--- src/rtl/usr_pkg.sv ---
// Shared types for the universal shift register: command modes, FSM states
// and the mode-legality helper (rotate modes depend on USR_ROTATE_EN).
package usr_pkg;

  typedef enum logic [2:0] {
    M_LOAD = 3'd0,
    M_SHL  = 3'd1,
    M_SHR  = 3'd2,
    M_ROL  = 3'd3,
    M_ROR  = 3'd4,
    M_ASR  = 3'd5
  } usr_mode_e;

  typedef enum logic {
    S_IDLE = 1'b0,
    S_RUN  = 1'b1
  } usr_state_e;

  function automatic logic mode_legal(input logic [2:0] m);
`ifdef USR_ROTATE_EN
    return (m <= 3'd5);
`else
    return (m <= 3'd5) && (m != 3'd3) && (m != 3'd4);
`endif
  endfunction

endpackage

--- src/rtl/universal_shift_reg_if.sv ---
// Command / data bundle for universal_shift_reg; master drives commands,
// slave is the shift register itself.
interface universal_shift_reg_if #(
  parameter int WIDTH = 16,
  parameter int CNT_W = $clog2(WIDTH + 1)
);
  logic             en;
  logic             cmd_valid;
  logic             cmd_ready;
  logic [2:0]       cmd_mode;
  logic [CNT_W-1:0] cmd_count;
  logic [WIDTH-1:0] par_in;
  logic             sin_lsb;
  logic             sin_msb;
  logic [WIDTH-1:0] data_out;
  logic             sout;
  logic             done;
  logic             err;

  modport master (
    output en, cmd_valid, cmd_mode, cmd_count, par_in, sin_lsb, sin_msb,
    input  cmd_ready, data_out, sout, done, err
  );

  modport slave (
    input  en, cmd_valid, cmd_mode, cmd_count, par_in, sin_lsb, sin_msb,
    output cmd_ready, data_out, sout, done, err
  );
endinterface

--- src/rtl/usr_step.sv ---
// Single-step combinational shift/rotate unit. Rotate paths exist only when
// USR_ROTATE_EN is defined; otherwise those modes pass data through.
module usr_step
  import usr_pkg::*;
#(
  parameter int WIDTH = 16
) (
  input  logic [WIDTH-1:0] d,
  input  usr_mode_e        mode,
  input  logic             sin_lsb,
  input  logic             sin_msb,
  output logic [WIDTH-1:0] q,
  output logic             sout
);

  always_comb begin
    q    = d;
    sout = 1'b0;
    case (mode)
      M_SHL: begin
        q    = {d[WIDTH-2:0], sin_lsb};
        sout = d[WIDTH-1];
      end
      M_SHR: begin
        q    = {sin_msb, d[WIDTH-1:1]};
        sout = d[0];
      end
`ifdef USR_ROTATE_EN
      M_ROL: begin
        q    = {d[WIDTH-2:0], d[WIDTH-1]};
        sout = d[WIDTH-1];
      end
      M_ROR: begin
        q    = {d[0], d[WIDTH-1:1]};
        sout = d[0];
      end
`endif
      M_ASR: begin
        q    = {d[WIDTH-1], d[WIDTH-1:1]};
        sout = d[0];
      end
      default: ;
    endcase
  end

endmodule

--- src/rtl/universal_shift_reg.sv ---
// Universal shift register: LOAD / SHL / SHR / ROL / ROR / ASR, one position
// per enabled cycle, done/err pulses on completion. Macro: USR_ROTATE_EN.
module universal_shift_reg
  import usr_pkg::*;
#(
  parameter int WIDTH = 16,
  parameter int CNT_W = $clog2(WIDTH + 1)
) (
  input  logic                 clk,
  input  logic                 rst,
  universal_shift_reg_if.slave bus
);

  usr_state_e       state_q, state_d;
  usr_mode_e        mode_q, mode_d;
  logic [CNT_W-1:0] rem_q, rem_d;
  logic [WIDTH-1:0] data_q, data_d;
  logic             sout_q, sout_d;
  logic             done_q, done_d;
  logic             err_q, err_d;

  logic [WIDTH-1:0] step_q;
  logic             step_sout;

  usr_step #(.WIDTH(WIDTH)) u_step (
    .d       (data_q),
    .mode    (mode_q),
    .sin_lsb (bus.sin_lsb),
    .sin_msb (bus.sin_msb),
    .q       (step_q),
    .sout    (step_sout)
  );

  always_comb begin
    state_d = state_q;
    mode_d  = mode_q;
    rem_d   = rem_q;
    data_d  = data_q;
    sout_d  = sout_q;
    done_d  = 1'b0;
    err_d   = 1'b0;
    case (state_q)
      S_IDLE: begin
        if (bus.cmd_valid) begin
          if (!mode_legal(bus.cmd_mode)) begin
            done_d = 1'b1;
            err_d  = 1'b1;
          end else if (bus.cmd_mode == M_LOAD) begin
            data_d = bus.par_in;
            done_d = 1'b1;
          end else if (bus.cmd_count == '0) begin
            done_d = 1'b1;
          end else begin
            // mode is only latched for real multi-step work
            state_d = S_RUN;
            mode_d  = usr_mode_e'(bus.cmd_mode);
            rem_d   = bus.cmd_count;
          end
        end
      end
      S_RUN: begin
        if (bus.en) begin
          data_d = step_q;
          sout_d = step_sout;
          rem_d  = rem_q - CNT_W'(1);
          if (rem_q == CNT_W'(1)) begin
            state_d = S_IDLE;
            done_d  = 1'b1;
          end
        end
      end
      default: state_d = S_IDLE;
    endcase
  end

  always_ff @(posedge clk or posedge rst) begin
    if (rst) begin
      state_q <= S_IDLE;
      mode_q  <= M_LOAD;
      rem_q   <= '0;
      data_q  <= '0;
      sout_q  <= 1'b0;
      done_q  <= 1'b0;
      err_q   <= 1'b0;
    end else begin
      state_q <= state_d;
      mode_q  <= mode_d;
      rem_q   <= rem_d;
      data_q  <= data_d;
      sout_q  <= sout_d;
      done_q  <= done_d;
      err_q   <= err_d;
    end
  end

  assign bus.cmd_ready = (state_q == S_IDLE);
  assign bus.data_out  = data_q;
  assign bus.sout      = sout_q;
  assign bus.done      = done_q;
  assign bus.err       = err_q;

endmodule

--- src/flat_wrapper.sv ---
// flat-port wrapper written by rule: the top's interface ports become plain ports
module universal_shift_reg_flat import usr_pkg::*;
#(
  parameter int WIDTH = 16,
  parameter int CNT_W = $clog2(WIDTH + 1)
)
  (clk, rst, bus_en, bus_cmd_valid, bus_cmd_mode, bus_cmd_count, bus_par_in, bus_sin_lsb, bus_sin_msb, bus_cmd_ready, bus_data_out, bus_sout, bus_done, bus_err);
  universal_shift_reg_if #(.WIDTH(WIDTH), .CNT_W(CNT_W)) bus_i ();
  input  logic clk;
  input  logic rst;
  input wire logic [$bits(bus_i.en)-1:0] bus_en;
  input wire logic [$bits(bus_i.cmd_valid)-1:0] bus_cmd_valid;
  input wire logic [$bits(bus_i.cmd_mode)-1:0] bus_cmd_mode;
  input wire logic [$bits(bus_i.cmd_count)-1:0] bus_cmd_count;
  input wire logic [$bits(bus_i.par_in)-1:0] bus_par_in;
  input wire logic [$bits(bus_i.sin_lsb)-1:0] bus_sin_lsb;
  input wire logic [$bits(bus_i.sin_msb)-1:0] bus_sin_msb;
  output wire logic [$bits(bus_i.cmd_ready)-1:0] bus_cmd_ready;
  output wire logic [$bits(bus_i.data_out)-1:0] bus_data_out;
  output wire logic [$bits(bus_i.sout)-1:0] bus_sout;
  output wire logic [$bits(bus_i.done)-1:0] bus_done;
  output wire logic [$bits(bus_i.err)-1:0] bus_err;
  assign bus_i.en = bus_en;
  assign bus_i.cmd_valid = bus_cmd_valid;
  assign bus_i.cmd_mode = bus_cmd_mode;
  assign bus_i.cmd_count = bus_cmd_count;
  assign bus_i.par_in = bus_par_in;
  assign bus_i.sin_lsb = bus_sin_lsb;
  assign bus_i.sin_msb = bus_sin_msb;
  assign bus_cmd_ready = bus_i.cmd_ready;
  assign bus_data_out = bus_i.data_out;
  assign bus_sout = bus_i.sout;
  assign bus_done = bus_i.done;
  assign bus_err = bus_i.err;
  universal_shift_reg #(.WIDTH(WIDTH), .CNT_W(CNT_W)) u_core (.clk(clk), .rst(rst), .bus(bus_i));
endmodule
--- config.mk ---
export PLATFORM = sky130hd
export DESIGN_NAME = universal_shift_reg_flat
export DESIGN_NICKNAME = d
export VERILOG_FILES = /design/src/rtl/usr_pkg.sv /design/src/rtl/universal_shift_reg_if.sv /design/src/rtl/usr_step.sv /design/src/rtl/universal_shift_reg.sv /design/src/flat_wrapper.sv
export SDC_FILE = /design/constraint.sdc
export NUM_CORES = 1
export LEC_CHECK = 0
export ABC_AREA = 1
export CELL_PAD_IN_SITES_DETAIL_PLACEMENT = 0
export CELL_PAD_IN_SITES_GLOBAL_PLACEMENT = 1
export CORE_ASPECT_RATIO = 1.75
export CORE_MARGIN = 4
export CORE_UTILIZATION = 36
export DETAILED_ROUTE_END_ITERATION = 7
export PLACE_DENSITY = 0.9
export SYNTH_ARGS = -nofsm -noshare
export SYNTH_HDL_FRONTEND = slang
export SYNTH_SLANG_ARGS = --single-unit
--- constraint.sdc ---
create_clock -name clk -period 3.7 [get_ports clk]
set_clock_uncertainty 0.2 [all_clocks]
set_input_delay 0.74 -clock clk [delete_from_list [all_inputs] [get_ports clk]]
set_output_delay 0.74 -clock clk [all_outputs]
set_load 0.02 [all_outputs]
# Word level (Yosys, flattened, before mapping)
# Cells that the tools add are included.
# op_classes
addsub	1
n_lt_le_gt_ge	1
muxes	30
eq_ne	15
n_reduce_logical	10
bitwise_logic	3
# ops
operator	n
16-bit two-way mux	4
16-bit one-hot mux with 3 select lines	1
16-bit one-hot mux with 2 select lines	1
5-bit two-way mux	5
1-bit two-way mux	15
5-bit AND reduction	3
2-bit != test, second input constant	5
5-bit one-hot mux with 2 select lines	1
3-bit != test, second input constant	2
1-bit one-hot mux with 2 select lines	3
6-bit AND reduction	1
5-bit by 1-bit equality test with 1-bit output, second input constant	1
5-bit zero test	1
5-bit by 1-bit subtractor with 5-bit output, second input constant	1
2-bit by 1-bit != test with 1-bit output, second input constant	2
4-bit != test, second input constant	1
3-bit by 1-bit equality test with 1-bit output, second input constant	1
3-bit by 2-bit equality test with 1-bit output, second input constant	1
3-bit equality test, second input constant	1
3-bit <= comparator, second input constant	1
3-bit zero test	1
3-bit by 2-bit != test with 1-bit output, second input constant	1
1-bit NOT	3
1-bit logical AND	2
2 further kinds	2
# totals
out_inout_bits	20
wordCells	68
inputBits	30
reg_bits	28

# Depth between registers and ports, before layout
# Gate-level depths: netlist of run 1.
# depth
depth_word	6
depth_mapped	9
depth_no_buf	8

# Modules after synthesis
# A second synthesis of run 1 with hierarchy kept.
# hier_totals
hier_cells	294
hier_area_um2	1900.6
# by_module_without_submodules
module	cells_each	seq_area_each_um2	instances	area_each_um2
universal_shift_reg	211	700.7	1	1492.7
usr_step	83	0.0	1	407.9

# Worst setup path before layout of run 1
# OpenSTA, ideal clock, no wires.
# synth_path
path_kind	reg2out
startpoint	register u_core.state_q
endpoint	output bus_cmd_ready
path_stages_with_launch	4
path_buffers	2
t_required_ns	2.760
arrival_time_ns	0.966
setup_slack_ns	1.794
path_cell_list	dfrtp_1 buf_4 clkinv_1 clkbuf_1
# synth_between
elab_chain_cells	1
# synth_rtl
element	line	text
start, declared	universal_shift_reg.sv:14	usr_state_e state_q, state_d;
start signal, assigned	universal_shift_reg.sv:86	state_q <= state_d;
1-bit NOT	universal_shift_reg.sv:96	assign bus.cmd_ready = (state_q == S_IDLE);
end, declared	flat_wrapper.sv:18	output wire logic [$bits(bus_i.cmd_ready)-1:0] bus_cmd_ready;
# No other way between the ends.

# Worst setup path in the final report of run 1
# layout_path
startpoint	register u_core.data_q[14], in the netlist u_core.bus.data_out[14]
endpoint	output bus_data_out[14]
# layout_lines
element	line	text
start, declared	universal_shift_reg.sv:17	logic [WIDTH-1:0] data_q, data_d;
start signal, assigned	universal_shift_reg.sv:89	data_q <= data_d;
end, declared	flat_wrapper.sv:19	output wire logic [$bits(bus_i.data_out)-1:0] bus_data_out;
# No word-level cell between the ends.

==> metrics.txt, run 1 <==
crit path cell chain clkdlybuf4s50_1; Filler Cell Count 507; CP required 2.76 ns; RSZ-0062 raised after global routing no; clock latency on the worst-skew pair 0.27 ns; DR WL/cell 12.64 um; Main synth FF type dfrtp_1; Post-DP HPWL 3577 um; crit path max-delay cell type clkdlybuf4s50_1; Setup violations, final 0; top cells by area, synth dfrtp_1 38%, nand2_1 26%, nand3_1 12%; Rel. slew slack 0.6702; Initial DRC Count 95; Rows 34; vias in the first global route 1764; GR Overflow Total 0; clk buf depth 2; Crit Path Max Fanout 4; CP max stage delay 0.64 ns; largest net degree at the start of global routing 29; clock slew at reported path FFs 0.09 ns; DRC Markers 0; Synth Warn # 0; Die Width 62.00 um; hold_ws 0.3034 ns; final-report hold violation count 0; clock root buffer clkbuf_8; share of the synthesized area in the top cell type 0.3815; Gate Count Post-Synth 284; first-pass GRT wire length 8114 um; GRT Total Usage 0.1689; TritonCTS Buffers 3; Via Count 1831; post-synthesis register bit count 28; worst slew pin tran 0.4932 ns; Synth area leader dfrtp_1; post-synthesis sequential area ratio 0.3815; DRT Pass-1 Iters 4; Post-DRT Antenna Nets 0; Post-CTS Setup Inserts 0; max-cap violation count 0; RD Place Congestion 0.8120; class of the most critical setup path flip-flop to primary output; worst setup margin 1.404 ns; Yosys cell types 23; max-slew violations 0; Die Area 6354 sq um; CTS tree done; status complete, no violations; Via density 4.781; Tightest Hold Check Type flip-flop to flip-flop; Final Core Density 0.4832; die height 102.5 um; Worst Path Arrival 1.36 ns; ys async rst share 1.000; number of flops mapped to enable cells by yosys 0; Commonest cells post-synth 128 x nand2_1, 44 x nand3_1, 32 x inv_1, 28 x dfrtp_1; area grow syn2layout 30.93%; maximum VDD drop 0.3621 mV; Fin Setup TNS 0 ns; CTS sink cnt 28; min cycle time layout 2.296 ns; initial antenna violation count 0; synthesized area 1837 sq um; LEAKAGE 1.281 nW; number of buffers inserted by port buffering 49; n_diodes 0; fin crit share 0.6205; most common cell in the netlist nand2_1; R2R Setup Slk 1.75 ns; Post-Syn Area per Cell 6.467 sq um; Pwr Density 812.4 nW/um^2; Setup crit end kind primary output; number of gates resized after cts 0; hold_buf cts 0; Placeable Area 4977 sq um; share of cells above drive strength 1 0.05471; Top delay family on crit path buffers and inverters; CTS H-tree depth 1; WL final 4843 um; Crit path buffers/inverters 1; dpl ws 1.152 ns; crit start category flip-flop; fmax 0.4356 GHz; Initial Utilization 0.3690; fin nets 362; synthesized netlist net count 316; IO Count 50
-- flip-flops by register name, summed over array words and instances, names as in the netlist --
name and flops:
u_core.bus.data_out 16, u_core.mode_q 3, u_core.bus.sout 1, u_core.state_q 1, u_core.bus.err 1, u_core.rem_q 5
u_core.bus.done 1
-- final timing paths --
kind	start	endpoint	cells after the start
min in group asynchronous	rst	u_core.bus.data_out[0]	3
max reg2reg	u_core.state_q	u_core.rem_q[4]	6
min reg2reg	u_core.bus.sout	u_core.bus.sout	2
max	u_core.bus.data_out[14]	bus_data_out[14]	1
max in group asynchronous	rst	u_core.bus.data_out[5]	3
min	u_core.bus.sout	u_core.bus.sout	2
-- metrics by stage --
stage,total power [mW],area [sq um],instances
after floorplan,1.406,1837,284
after global placement,1.769,2350,379
after detailed placement,1.780,2350,379
after CTS,1.977,2405,383
after global routing,2.169,2405,383
final,1.954,2405,383
-- metal layers --
layer	vias up	wire, um	global-route usage
li1	970	-	-
met1	819	2004	0.2069
met2	37	2572	0.3003
met3	5	199	0.01754
met4	0	67	0.04902
met5	-	0	0
-- placed cells by master, fill, tap and decap left out --
| cell type | n |
|---|---|
| nand2_1 | 128 |
| clkdlybuf4s50_1 | 49 |
| nand3_1 | 44 |
| inv_1 | 32 |
| dfrtp_1 | 28 |
| nor2_1 | 9 |
| o21ai_0 | 9 |
| nand2_2 | 5 |
| nand4_1 | 4 |
| clkbuf_8 | 4 |
| a21oi_1 | 3 |
| buf_4 | 3 |
| ha_1 | 2 |
| nor2_2 | 1 |
| nand2_4 | 1 |
| inv_2 | 1 |
| nand3_2 | 1 |
| clkinv_1 | 1 |
| a21oi_4 | 1 |
| nand3b_1 | 1 |
| or2_2 | 1 |
| o21bai_1 | 1 |
-- logic make-up after synthesis --
kind of cell             synth area share
AND/OR/NAND/NOR                    0.4530
flip-flops                         0.3815
buffers and inverters              0.1063
AO/OA/AOI/OAI                     0.04564
adder cells (fa/ha/maj)           0.01362
-- power breakdown --
part,switching [mW],internal (mW)
clock network,0.0967,0.0954
registers,0.122,0.438
logic,0.724,0.478
-- cell type report --
| type | instances | area (sq um) | share of cell area |
|---|---|---|---|
| timing repair buffer | 52 | 513.0 | 0.2133 |
| inverter | 34 | 127.6 | 0.05307 |
| clock buffer | 4 | 55.05 | 0.02289 |
| sequential | 28 | 700.7 | 0.2914 |
| tap | 54 | 67.56 | 0.02810 |
| multi-input combinational | 211 | 940.9 | 0.3913 |
(Power assumes the default switching activity.)
==> inputs of run 2 (changes only) <==
Settings changed: CORE_UTILIZATION 36 to 33, PLACE_DENSITY 0.9 to 0.84.
Clock period 3.7 ns to 2.3 ns, I/O delays scaled along.
==> metrics.txt, run 2 (same netlist as run 1, synthesis figures left out) <==
vias in the first global route 1877 (+6.4%); number of gates resized after cts 0 (unchanged); n_diodes 0 (unchanged); max-cap violation count 0 (unchanged); Tightest Hold Check Type flip-flop to flip-flop; Rel. slew slack 0.7282 (+0.05799); Crit Path Max Fanout 3 (-1); CP required 1.64 ns (-1.12 ns); Crit path buffers/inverters 2 (+1); LEAKAGE 1.306 nW (+2.0%); Rows 35 (+2.9%); Top delay family on crit path buffers and inverters; hold_buf cts 0 (unchanged); worst slew pin tran 0.4077 ns (-0.08551 ns); clock root buffer clkbuf_8; Pwr Density 1298 nW/um^2 (+60%); CP max stage delay 0.61 ns (-0.03 ns); Worst Path Arrival 1.37 ns (about the same); Initial Utilization 0.3438 (-0.02524); Die Area 6871 sq um (+8.1%); CTS sink cnt 28 (unchanged); status complete, no violations; RSZ-0062 raised after global routing no; Hold Crit Depth 2 (unchanged); HP Start u_core.rem_q[1]; first-pass GRT wire length 8735 um (+7.7%); crit start category flip-flop; max-slew violations 0 (unchanged); Placeable Area 5343 sq um (+7.3%); final-report hold violation count 0 (unchanged); most frequent cells in the layout 128 x nand2_1, 49 x clkdlybuf4s50_1, 44 x nand3_1, 32 x inv_1, 28 x dfrtp_1; most common cell after layout, fill and taps aside nand2_1; Fin Setup TNS 0 ns (unchanged); Die Width 64.40 um (+3.9%); Setup violations, final 0 (unchanged); DRC Markers 0 (unchanged); Worst R2R End u_core.bus.data_out[2]; RD Place Congestion 0.8152 (+0.39%); crit path max-delay cell type clkdlybuf4s50_1; WL final 5234 um (+8.1%); min cycle time layout 2.033 ns; Post-CTS Setup Inserts 0 (unchanged); CTS H-tree depth 1 (unchanged); GRT Total Usage 0.1570 (-0.01192); fmax 0.4919 GHz; Via Count 1916 (+4.6%); max FFs per register 16 (unchanged); DR WL/cell 12.83 um (+1.5%); crit path from u_core.state_q; Post-DP HPWL 3827 um (+7.0%); Final Core Density 0.4642 (-0.01899); IO Count 50 (unchanged); R2R Setup Slk 0.55 ns (-1.20 ns); Initial DRC Count 132 (+39%); clk buf depth 2 (unchanged); fin nets 367 (+1.4%); worst hold endpoint u_core.rem_q[1]; clock slew at reported path FFs 0.10 ns (about the same); CTS tree done; Via density 4.696 (-1.8%); Setup crit end kind primary output; r2r worst-path depth 8 (+2); share of cells above drive strength 1 0.06886 (+0.01415); fin crit share 0.8839; TritonCTS Buffers 3 (unchanged); GR Overflow Total 0 (unchanged); area grow syn2layout 35.01%; crit path cell chain clkinv_1 -> clkdlybuf4s50_1; Total Power 3.220 mW (+65%); worst r2r src u_core.mode_q[0]; number of buffers inserted by port buffering 49 (unchanged); maximum VDD drop 0.4554 mV (+26%); initial antenna violation count 0 (unchanged); class of the most critical setup path flip-flop to primary output; DRT Pass-1 Iters 4 (unchanged); Post-DRT Antenna Nets 0 (unchanged); largest net degree at the start of global routing 29 (unchanged); die height 106.7 um (+4.1%); clock latency on the worst-skew pair 0.28 ns (about the same); hold_ws 0.3135 ns (+0.01011 ns)
## run 2: cell types whose count changed in the layout (fill, tap and decap cells not counted)
cell and change:
buf_12 +1, buf_4 +4
## run 2: routing by layer
layer,part of all wire,wire [um],global-route usage
met1,0.43,2267,0.1929
met2,0.51,2695,0.2803
met3,0.039,204,0.02201
met4,0.013,66,0.04539
met5,0,0,0
## run 2: worst register-to-register path, cell delays in order, from the launching register on
cell and delay [ns]:
dfrtp_1 0.45, nor2_2 0.17, nand2_4 0.18, nand2_2 0.31, nand2_1 0.11, nand3_1 0.08
nand2_1 0.05, nand2_1 0.05, nand2_1 0.05
## run 2: where the power goes
| part | internal [mW] | switching, mW |
|---|---|---|
| Sequential | 0.704 | 0.203 |
| Combinational | 0.807 | 1.19 |
| Clock | 0.154 | 0.164 |
| Total | 1.66 | 1.55 |
## run 2: worst max-delay path by stage
stage	cells past startpoint	end
2_1_floorplan	3	bus_cmd_ready
4_1_cts	2	bus_cmd_ready
3_5_place_dp	7	u_core.bus.data_out[3]
6_report	2	bus_cmd_ready
5_1_grt	2	bus_cmd_ready
3_3_place_gp	7	u_core.bus.data_out[0]
## run 2: layout make-up
class | count | area (sq um)
Timing Repair Buffer | 57 | 563.0
Inverter | 34 | 127.6
Multi-Input combinational cell | 211 | 940.9
Sequential cell | 28 | 700.7
Fill cell | 574 | 2863
Clock buffer | 4 | 55.05
Tap cell | 74 | 92.59
## run 2: through the flow
stage / setup WS [ns] / area (sq um) / std cells
final: 0.2670 / 2480 / 408
after global routing: 0.2156 / 2480 / 408
after CTS: 0.2493 / 2480 / 408
after detailed placement: 0.2808 / 2425 / 404
after global placement: 0.2891 / 2425 / 404
after floorplan: 0.6736 / 1837 / 284
==> inputs of run 3 (changes only) <==
Settings changed: CORE_UTILIZATION 33 to 30, PLACE_DENSITY 0.84 to 0.8.
Clock period 2.3 ns to 1.7 ns, I/O delays scaled along.
==> metrics.txt, run 3 (same netlist as run 1, synthesis figures left out) <==
status complete, no violations; RD Place Congestion 0.8677 (+6.4%); Via density 4.565 (-2.8%); placed cell areas 2547 sq um (+5.1%); fin cells 425 (+4.2%); fin nets 381 (+3.8%); share of cells above drive strength 1 0.1066 (+0.03777); Crit path buffers/inverters 1 (-1); max FFs per register 16 (unchanged); number of buffers inserted by port buffering 49 (unchanged); n_diodes 0 (unchanged); GR Overflow Total 0 (unchanged); Setup crit end kind primary output; Initial DRC Count 92 (-30%); TritonCTS Buffers 3 (unchanged); min cycle time layout 1.562 ns; Pwr Density 1674 nW/um^2 (+29%); Final Core Density 0.4337 (-0.03047); GRT Total Usage 0.1462 (-0.01075); dpl ws -0.1912 ns (-0.4720 ns); CP required 1.16 ns (-0.48 ns); Rel. slew slack 0.8599 (+0.1317); area grow syn2layout 39.92%; fmax 0.6401 GHz; Rows 37 (+5.7%); most common cell after layout, fill and taps aside nand2_1; Top delay family on crit path flip-flops; post-route cell area 2570 sq um (+3.6%); crit path cell chain dlygate4sd2_1; largest net degree at the start of global routing 29 (unchanged); hold_ws 0.1910 ns (-0.1225 ns); WL final 5133 um (-1.9%); clock slew at reported path FFs 0.09 ns (about the same); max-slew violations 0 (unchanged); CTS H-tree depth 1 (unchanged); CP max stage delay 0.42 ns (-0.19 ns); Filler Cell Count 683 (+19%); class of the most critical setup path flip-flop to primary output; vias in the first global route 1934 (+3.0%); first-pass GRT wire length 8611 um (-1.4%); CTS tree done; DR WL/cell 12.08 um (-5.9%); Post-DP HPWL 3990 um (+4.2%); worst setup margin 0.1377 ns (-0.1293 ns); Worst Path Arrival 1.02 ns (-0.35 ns); Die Area 7488 sq um (+9.0%); Initial Utilization 0.3100 (-0.03383); die height 111.5 um (+4.5%); final-report hold violation count 0 (unchanged); crit start category flip-flop; Placeable Area 5926 sq um (+11%); crit path max-delay cell type dfrtp_1; Setup violations, final 0 (unchanged); IO Count 50 (unchanged); CTS sink cnt 28 (unchanged); worst slew pin tran 0.2094 ns (-0.1983 ns); Via Count 1940 (+1.3%); fin crit share 0.9190; Crit Path Max Fanout 3 (unchanged); most frequent cells in the layout 128 x nand2_1, 44 x nand3_1, 32 x inv_1, 29 x clkdlybuf4s50_1, 28 x dfrtp_1; initial antenna violation count 0 (unchanged); DP Cell Count 422 (+4.5%); Die Width 67.15 um (+4.3%); Post-DRT Antenna Nets 0 (unchanged); clk buf depth 2 (unchanged); Tightest Hold Check Type primary input to asynchronous set/reset pin; LEAKAGE 1.435 nW (+9.9%); DRT Pass-1 Iters 4 (unchanged); clock latency on the worst-skew pair 0.27 ns (about the same); DRC Markers 0 (unchanged); max-cap violation count 0 (unchanged); clock root buffer clkbuf_8; maximum VDD drop 0.6804 mV (+49%); RSZ-0062 raised after global routing no
==> run 3: per-stage QoR <==
stage	total power, mW	setup TNS, ns
finish	4.301	0
global route	4.781	0
CTS	4.348	0
detailed placement	4.116	-4.041
global placement	4.073	-3.407
floorplan	3.061	0
==> run 3: worst reg2reg max path: cells and delay by family, from the launching register on <==
kind	cells	cell delay, ns
buffers and inverters	2	0.24
DFF	1	0.39
and+or+nand+nor	5	0.60
==> run 3: layer usage <==
layer | share of wire | GRT usage | vias up
met5 | 0 | 0 | -
met4 | 0.013 | 0.04472 | 0
met3 | 0.041 | 0.01615 | 5
met2 | 0.55 | 0.2714 | 39
met1 | 0.40 | 0.1672 | 887
li1 | - | - | 1009
==> run 3: power by group <==
part | total (mW) | switching (mW) | internal [mW] | leakage [nW]
Clock | 0.362 | 0.203 | 0.159 | 0.0216
Combinational | 2.75 | 1.66 | 1.10 | 1.06
Sequential | 1.18 | 0.232 | 0.953 | 0.355
Total | 4.30 | 2.09 | 2.21 | 1.44
==> run 3: layout make-up <==
class | count | area (sq um) | area share
clock buffers | 3 | 41.29 | 0.01607
inverters | 34 | 127.6 | 0.04966
multi-input cells | 211 | 950.9 | 0.3700
flip-flops and latches | 28 | 700.7 | 0.2726
well taps | 78 | 97.59 | 0.03797
repair buffers | 71 | 651.9 | 0.2537
==> run 3: worst paths after layout <==
| kind | depth (start not counted) | endpoint | slack (ns) | startpoint |
|---|---|---|---|---|
| min | 3 | u_core.bus.sout | 0.19 | rst |
| max in group asynchronous | 3 | u_core.bus.data_out[14] | 0.94 | rst |
| min reg2reg | 2 | u_core.bus.sout | 0.30 | u_core.bus.sout |
| min in group clk | 2 | u_core.bus.sout | 0.30 | u_core.bus.sout |
| max reg2reg | 7 | u_core.bus.data_out[8] | 0.16 | u_core.state_q |
| max | 1 | bus_data_out[15] | 0.14 | u_core.bus.data_out[15] |
==> run 3: timing repair <==
action | CTS | global route
hold buffers | 0 | 0
endpoints found under the setup margin | 20 | 16
setup buffers | 0 | 0
resized for setup | 20 | 4
